--- config.mk ---
export PLATFORM = sky130hd
export DESIGN_NAME = evm_crypt_sched
export DESIGN_NICKNAME = d
export VERILOG_FILES = /design/src/rtl/evm_crypt_sched.sv
export SDC_FILE = /design/constraint.sdc
export NUM_CORES = 1
export LEC_CHECK = 0
export ABC_AREA = 1
export CAP_MARGIN = 0
export CORE_AREA = 5 5 332 334
export CTS_CLUSTER_SIZE = 25
export DETAILED_ROUTE_END_ITERATION = 12
export DIE_AREA = 0 0 337 339
export PLACE_DENSITY = 0.37
export SKIP_CTS_REPAIR_TIMING = 1
export SYNTH_ARGS = -nofsm -noshare
export SYNTH_HDL_FRONTEND = slang
export SYNTH_SLANG_ARGS = --single-unit
--- constraint.sdc ---
create_clock -name clk -period 2.7 [get_ports clk]
set_clock_uncertainty 0.15 [all_clocks]
set_input_delay 0.27 -clock clk [delete_from_list [all_inputs] [get_ports clk]]
set_output_delay 0.27 -clock clk [all_outputs]
set_load 0.02 [all_outputs]
--- src/rtl/evm_crypt_sched.sv ---
// evm_crypt_sched: round-robin scheduler that shares one combinational
// encrypter among NUM_UNITS ballot units. It registers the selected record
// and the key pair onto the encrypter, waits SETTLE_CYCLES, captures the
// result and offers it on a valid/ready output.
// Optional macro EVM_DOUBLE_SAMPLE_EN adds a SAMPLE state that captures the
// encrypter output a second time and raises out_err on any difference.
module evm_crypt_sched #(
    parameter int NUM_UNITS     = 4,
    parameter int SETTLE_CYCLES = 2
) (
    input  logic                    clk,
    input  logic                    rst_n,
    input  logic [NUM_UNITS-1:0]    req,
    input  logic [NUM_UNITS*80-1:0] rec_in,
    output logic [NUM_UNITS-1:0]    grant,
    input  logic                    key_load,
    input  logic [63:0]             master_key_in,
    input  logic [63:0]             baby_key_in,
    output logic [79:0]             enc_data_in,
    output logic [63:0]             enc_master_key,
    output logic [63:0]             enc_baby_key,
    input  logic [79:0]             enc_data_out,
    input  logic [7:0]              enc_crc,
    output logic                    out_valid,
    input  logic                    out_ready,
    output logic [79:0]             out_data,
    output logic [7:0]              out_crc,
    output logic [2:0]              out_src,
    output logic                    out_err,
    output logic                    busy,
    output logic [15:0]             rec_count
);

    localparam int CNT_W = $clog2(SETTLE_CYCLES + 1);

    typedef enum logic [1:0] {
        IDLE   = 2'd0,
        WAIT   = 2'd1,
        SAMPLE = 2'd2,
        HOLD   = 2'd3
    } state_t;

    state_t               state;
    state_t               state_next;
    logic [CNT_W-1:0]     wait_cnt;
    logic [2:0]           rr_ptr;
    logic [63:0]          master_key;
    logic [63:0]          baby_key;

    logic [7:0]           req_ext;
    logic [3:0]           cand;
    logic                 sel_found;
    logic [2:0]           sel_idx;
    logic [79:0]          sel_rec;
    logic [NUM_UNITS-1:0] sel_onehot;
    logic                 arb_fire;
    logic                 capture;
    logic                 handshake;

    assign enc_master_key = master_key;
    assign enc_baby_key   = baby_key;

    assign arb_fire  = (state == IDLE) && sel_found;
    assign capture   = (state == WAIT) && (wait_cnt == '0);
    assign handshake = (state == HOLD) && out_ready;

    // Find the first requesting unit at or after rr_ptr, wrapping around
    always_comb begin
        req_ext = '0;
        req_ext[NUM_UNITS-1:0] = req;
        sel_found = 1'b0;
        sel_idx   = '0;
        cand      = '0;
        for (int k = 0; k < NUM_UNITS; k++) begin
            cand = {1'b0, rr_ptr} + 4'(k);
            if (cand >= 4'(NUM_UNITS)) begin
                cand = cand - 4'(NUM_UNITS);
            end
            if (!sel_found && req_ext[cand[2:0]]) begin
                sel_found = 1'b1;
                sel_idx   = cand[2:0];
            end
        end
    end

    // Select the winning record and build its one-hot grant
    always_comb begin
        sel_rec    = '0;
        sel_onehot = '0;
        for (int k = 0; k < NUM_UNITS; k++) begin
            if (sel_idx == 3'(k)) begin
                sel_rec       = rec_in[k*80 +: 80];
                sel_onehot[k] = 1'b1;
            end
        end
    end

    // State register
    always_ff @(posedge clk or negedge rst_n) begin
        if (!rst_n) begin
            state <= IDLE;
        end else begin
            state <= state_next;
        end
    end

    // Next-state and status outputs
    always_comb begin
        state_next = state;
        out_valid  = 1'b0;
        busy       = (state != IDLE);
        case (state)
            IDLE: begin
                if (sel_found) begin
                    state_next = WAIT;
                end
            end
            WAIT: begin
                if (wait_cnt == '0) begin
`ifdef EVM_DOUBLE_SAMPLE_EN
                    state_next = SAMPLE;
`else
                    state_next = HOLD;
`endif
                end
            end
            SAMPLE: begin
                state_next = HOLD;
            end
            HOLD: begin
                out_valid = 1'b1;
                if (out_ready) begin
                    state_next = IDLE;
                end
            end
            default: begin
                state_next = IDLE;
            end
        endcase
    end

    // Arbitration, key registers, settle counter, result capture and count
    always_ff @(posedge clk or negedge rst_n) begin
        if (!rst_n) begin
            grant       <= '0;
            enc_data_in <= '0;
            out_src     <= '0;
            rr_ptr      <= '0;
            wait_cnt    <= '0;
            master_key  <= '0;
            baby_key    <= '0;
            out_data    <= '0;
            out_crc     <= '0;
            rec_count   <= '0;
        end else begin
            grant <= '0;
            if (state == IDLE && key_load) begin
                master_key <= master_key_in;
                baby_key   <= baby_key_in;
            end
            if (arb_fire) begin
                enc_data_in <= sel_rec;
                out_src     <= sel_idx;
                grant       <= sel_onehot;
                rr_ptr      <= (sel_idx == 3'(NUM_UNITS - 1)) ? 3'd0 : sel_idx + 3'd1;
                wait_cnt    <= CNT_W'(SETTLE_CYCLES);
            end
            if (state == WAIT && wait_cnt != '0) begin
                wait_cnt <= wait_cnt - CNT_W'(1);
            end
            if (capture) begin
                out_data <= enc_data_out;
                out_crc  <= enc_crc;
            end
            if (handshake && rec_count != 16'hFFFF) begin
                rec_count <= rec_count + 16'd1;
            end
        end
    end

`ifdef EVM_DOUBLE_SAMPLE_EN
    logic err_q;

    // Second sample: flag any disagreement with the first capture
    always_ff @(posedge clk or negedge rst_n) begin
        if (!rst_n) begin
            err_q <= 1'b0;
        end else if (arb_fire) begin
            err_q <= 1'b0;
        end else if (state == SAMPLE) begin
            err_q <= (enc_data_out != out_data) || (enc_crc != out_crc);
        end
    end

    assign out_err = err_q;
`else
    assign out_err = 1'b0;
`endif

endmodule

After elaboration in Yosys (flattened, before gate mapping):

Cells that the tools add are included.
W data, S select, Z words.

* equal/unequal tests: 10
* reduce and logical (&&, ||, !) cells: 19
* order comparisons: 8
* $add $sub $neg: 10
* multiplexer cells: 37

Operator list (number)
* $mux W80: 4
* $mux W3: 9
* $add A16 B1 Y16 const B: 1
* $lt A3 B4 Y1 const B: 4
* $ne A16 B16 Y1 const B: 1
* $mux W1: 13
* $bmux W1 S3: 4
* $ge A4 B3 Y1 const B: 3
* $sub A3 B3 Y3 const B: 4
* $mux W2: 5
* $logic_and A1 B1 Y1: 9
* $add A3 B2 Y4 const B: 2
* $pmux W2 S4: 1
* $eq A3 B2 Y1 const B: 2
* $reduce_bool A2 Y1: 3
* $add A3 B1 Y4 const B: 1
* $eq A2 B2 Y1 const B: 2
* $logic_not A2 Y1: 2
* $mux W4: 1
* $ne A2 B2 Y1 const B: 2
* $add A3 B1 Y3 const B: 1
* $eq A3 B1 Y1 const B: 1
* $ge A3 B3 Y1 const B: 1
* $logic_not A1 Y1: 3
* other kinds (5): 5

* register bits: 326
* input bits: 544

Logic depth before layout (Yosys ltp):

* word-level depth: 19
* depth in mapped cells: 22

Least setup slack after synthesis:

Ideal clock, no wire load.

* path type: reg-to-reg
* start point: reg rr_ptr[0]
* end point: reg enc_data_in[71]
* buffers on the path: 3
* library setup time: 0.065 ns
* arrival: 2.703 ns
* slack: -0.218 ns
* stages on the path, launching flop included: 20
* cell sequence: dfrtp_1 > buf_6 > inv_6 > ha_1 > inv_1 > nand3_1 > nand3_2 > nand3_4 > nand3_1 > nand2_1 > nor2_1 > inv_1 > ha_1 > clkbuf_1 > inv_1 > clkbuf_1 > o21ai_0 > o21ai_0 > nand2_1 > nand2_1

* longest elaborated chain between the ends: 19
* elaborated cells between the ends (all ways): 46
* classes of those cells: add/sub (7); order compare (4); eq/ne (3); mux (24); reduce/logical (8)

RTL lines
* start: declaration: RTL line 46 `logic [2:0] rr_ptr;`
* start signal: assignment: RTL line 165 `rr_ptr <= (sel_idx == 3'(NUM_UNITS - 1)) ? 3'd0 : sel_idx + 3'd1;`
* branches (longest 13 deep; another with $add A3 B1 Y4)
* $mux W3 *: RTL line 79 `if (!sel_found && req_ext[cand[2:0]]) begin`
* via sel_idx[0]: RTL line 53 `logic [2:0] sel_idx;`
* $logic_not A3 Y1: RTL line 91 `if (sel_idx == 3'(k)) begin`
* $mux W80 (3 in series): RTL line 91
* $mux W80 *: RTL line 91
* end signal: assignment: RTL line 162 `enc_data_in <= sel_rec;`
* end: declaration: RTL line 19 `output logic [79:0] enc_data_in,`

Mark *: on every way through the listed nets, which the timed path passes. The select of a mux whose other input is x is not followed.
A chain may end at the register's enable or synchronous reset.

Final worst setup path:

* start point: reg rr_ptr[1]
* end point: reg enc_data_in[20]

The elaborated chain is that of the path after synthesis.

==> flow_metrics.tcl <==
set metrics [dict create \
    cts_tree "built" \
    placementRows 120 \
    grt_use_total_pct 14.0 \
    drc_errors 0 \
    cp.arrival_ns 3.39 \
    fillers 11200 \
    cts_root_buf "clkbuf_16" \
    h-tree-depth 2 \
    die_w_um 337 \
    pwr-share-clk_pct 13.8 \
    max-vdd-ir-drop_mv 0.704 \
    crit_cells 21 \
    seq_power_share_pct 18.7 \
    synth_warnings 0 \
    dr.pass1.iters 5 \
    core_um2 107000 \
    cts_num_sinks 326 \
    multi_input_area_um2 6970 \
    crit_family "simple AND/OR/NAND/NOR gates" \
    ios 866 \
    setup_viol 80 \
    seq_area_frac_synth_pct 53.5 \
    cap_violations 0 \
    fmax_mhz 332 \
    fin_crit_sh_pct 111 \
    synthTopCellsByArea "dfrtp_1, mux2_2, nand2_1" \
    cp-end-kind "flop" \
    yosys.area.top_type_share_pct 53.5 \
    startpoint_type "flop" \
    timing.setup.critical_path_class "flop to flop" \
    grt_max_degree 67 \
    cts_buffer_depth 3 \
    finalNonFillerCells 3986 \
    yosysMostFrequentCell "nand2_1" \
    ys_ff_latch 326 \
    tightestPinTransition_ns 0.668 \
    dp_cells 3871 \
    outcome "finished, violations left" \
    path_clk_slew_ns 0.06 \
    dieArea_um2 114000 \
    power_density_nw_per_um2 1610 \
    mappedNetlistArea_um2 15200 \
    portBuffers 864 \
    syn_nets 2139 \
    drtIter0Drc 579 \
    synth.distinct_cells 32 \
    vias 15300 \
    grt-ovfl-total 0 \
    p_int_mw 25.7 \
    cp_num_buf_inv 6 \
    hold_viol_final 0 \
    r2r_cells 21 \
    regArea_um2 8160 \
    hpwl_um 68100 \
    yosys.area.top_type "dfrtp_1" \
    synth_flop_cell "dfrtp_1" \
    rsz0062_at_grt "yes" \
    areaGrowthSynthToFinish_pct 90.0 \
    postSynthCellCount 1583 \
    hold_path.class "input port to asynchronous set/reset pin" \
    cp_slowest_cell "dfrtp_2" \
    swShare_pct 44.7 \
    async_flop_share_pct 100 \
    vias_per_cell 3.85 \
    drt-wirelength-per-cell_um 21.8 \
    nets 3090 \
    layout_setup_ws_ns -0.308 \
    numCtsBuffers 45 \
    critical_path_required_ns 3.08 \
    drt-total-wl_um 86900 \
    power_frac_comb_pct 67.5 \
    utilization_pct 27.2 \
    fin_crit_ns 3.01 \
    drive_above_1_share_pct 22.2 \
    grt_pass1_vias 16400 \
    synth_commonest_cells "nand2_1, dfrtp_1, mux2_2" \
    antenna_found_initial 24 \
    syn_avg_cell_area_um2 9.62 \
    slew_violations 0 \
    slew_headroom_pct 55.4 \
    start_util_pct 14.3 \
    critPathMaxStageDelay_ns 0.40 \
    p_sw_mw 20.8 \
    total_power_mw 46.5 \
    clk_latency_ns 0.60 \
    crit_chain "inv_2 > ha_4 > inv_4 > nand3_4 > nand3_4 > nand3_4 > nand3_1 > nand2_2 > nor2_4 > buf_6 > ha_4 > nor2_4 > buf_12 > clkbuf_16 > buf_8 > nand2_2 > nand2_1 > o21ai_1 > o21ai_1 > nand2_1 > nand2_1" \
    ant_nets 0 \
    violations "negative setup slack" \
    die_h_um 339 \
    cp_max_fo 6 \
    grt_pass1_wl_um 118000 \
    cellLeakagePower_nw 12.2 \
    routabilityCongestion 0.886 \
    synth_edf_count 0 \
]
==> cell usage in the layout (no fill, tap or decap), types with 12 or more instances in the layout <==
master             n
buf_4             87
nand2_1          471
clkdlybuf4s50_1  862
o21ai_2           15
diode_2           12
nor2_1            21
o21ai_1          120
nand3_1           20
inv_1             34
o21ai_0           37
buf_12            32
a21oi_1           70
nand2_2           57
clkbuf_16         51
mux2_2           216
dfrtp_1          324
nand2_4           23
clkbuf_8          16
==> worst paths after layout <==
path | from | endpoint | slack (ns)
hold / removal | rst_n | out_data[18]$_DFFE_PN0P_ | 0.10
max in group asynchronous | rst_n | enc_data_in[27]$_DFFE_PN0P_ | 1.49
setup reg to reg | rr_ptr[1]$_DFFE_PN0P_ | enc_data_in[20]$_DFFE_PN0P_ | -0.31
hold reg to reg | enc_data_in[62]$_DFFE_PN0P_ | enc_data_in[62]$_DFFE_PN0P_ | 0.32
min in group clk | enc_data_out[79] | out_data[79]$_DFFE_PN0P_ | 0.13
setup / recovery | rr_ptr[1]$_DFFE_PN0P_ | enc_data_in[20]$_DFFE_PN0P_ | -0.31
==> through the flow <==
stage	setup TNS [ns]	cell area (um2)	setup WS [ns]	hold slack [ns]
floorplan	-0.0678	15400	-0.0169	-0.176
global placement	-28.93	26500	-0.509	0.149
detailed placement	-29.78	26500	-0.516	0.153
CTS	-29.93	28100	-0.525	-0.530
global route	-32.46	28900	-0.487	0.0836
finish	-17.92	28900	-0.308	0.103
==> registers in the layout, summed over array words and instances, names as in the netlist <==
name	cells
grant	4
rec_count	16
wait_cnt	2
state	2
enc_master_key	64
enc_baby_key	64
out_data	80
out_crc	8
out_src	3
enc_data_in	80
rr_ptr	3
==> metal layers <==
metal	track usage, %	up-vias	wire, um
met3	5.33	111	7820
met2	26.2	605	45700
met4	2.78	12	1800
met1	14.9	7459	31500
li1	-	7151	-
met5	0	-	86
==> kinds of logic after synthesis <==
family / count (synthesis) / synth area share (%)
compound gates: 254 / 8.34
simple gates: 620 / 16.1
fa+ha+maj: 12 / 0.985
buf+inv: 141 / 4.30
mux: 216 / 16.0
flops: 326 / 53.5
xor+xnor: 13 / 0.747
other cells: 1 / 0.0246
==> layout make-up <==
class | count | area share, %
Clock inverter | 17 | 0.744
Tap cell | 1403 | 6.07
Inverter | 43 | 0.592
Timing Repair Buffer | 1002 | 35.4
Clock buffer | 67 | 4.80
Multi-Input combinational cell | 1116 | 24.1
Sequential cell | 326 | 28.2
Antenna cell | 12 | 0.104
==> power by group through the flow <==
stage | Combinational [mW] | Clock, mW | Sequential [mW]
floorplan | 11.8 | 0 | 11.4
global placement | 27.7 | 0 | 8.75
detailed placement | 27.7 | 0 | 8.79
CTS | 27.8 | 6.69 | 8.75
global route | 33.9 | 6.85 | 8.99
finish | 31.4 | 6.40 | 8.72
Note: power is estimated with default switching activity, not from simulation.
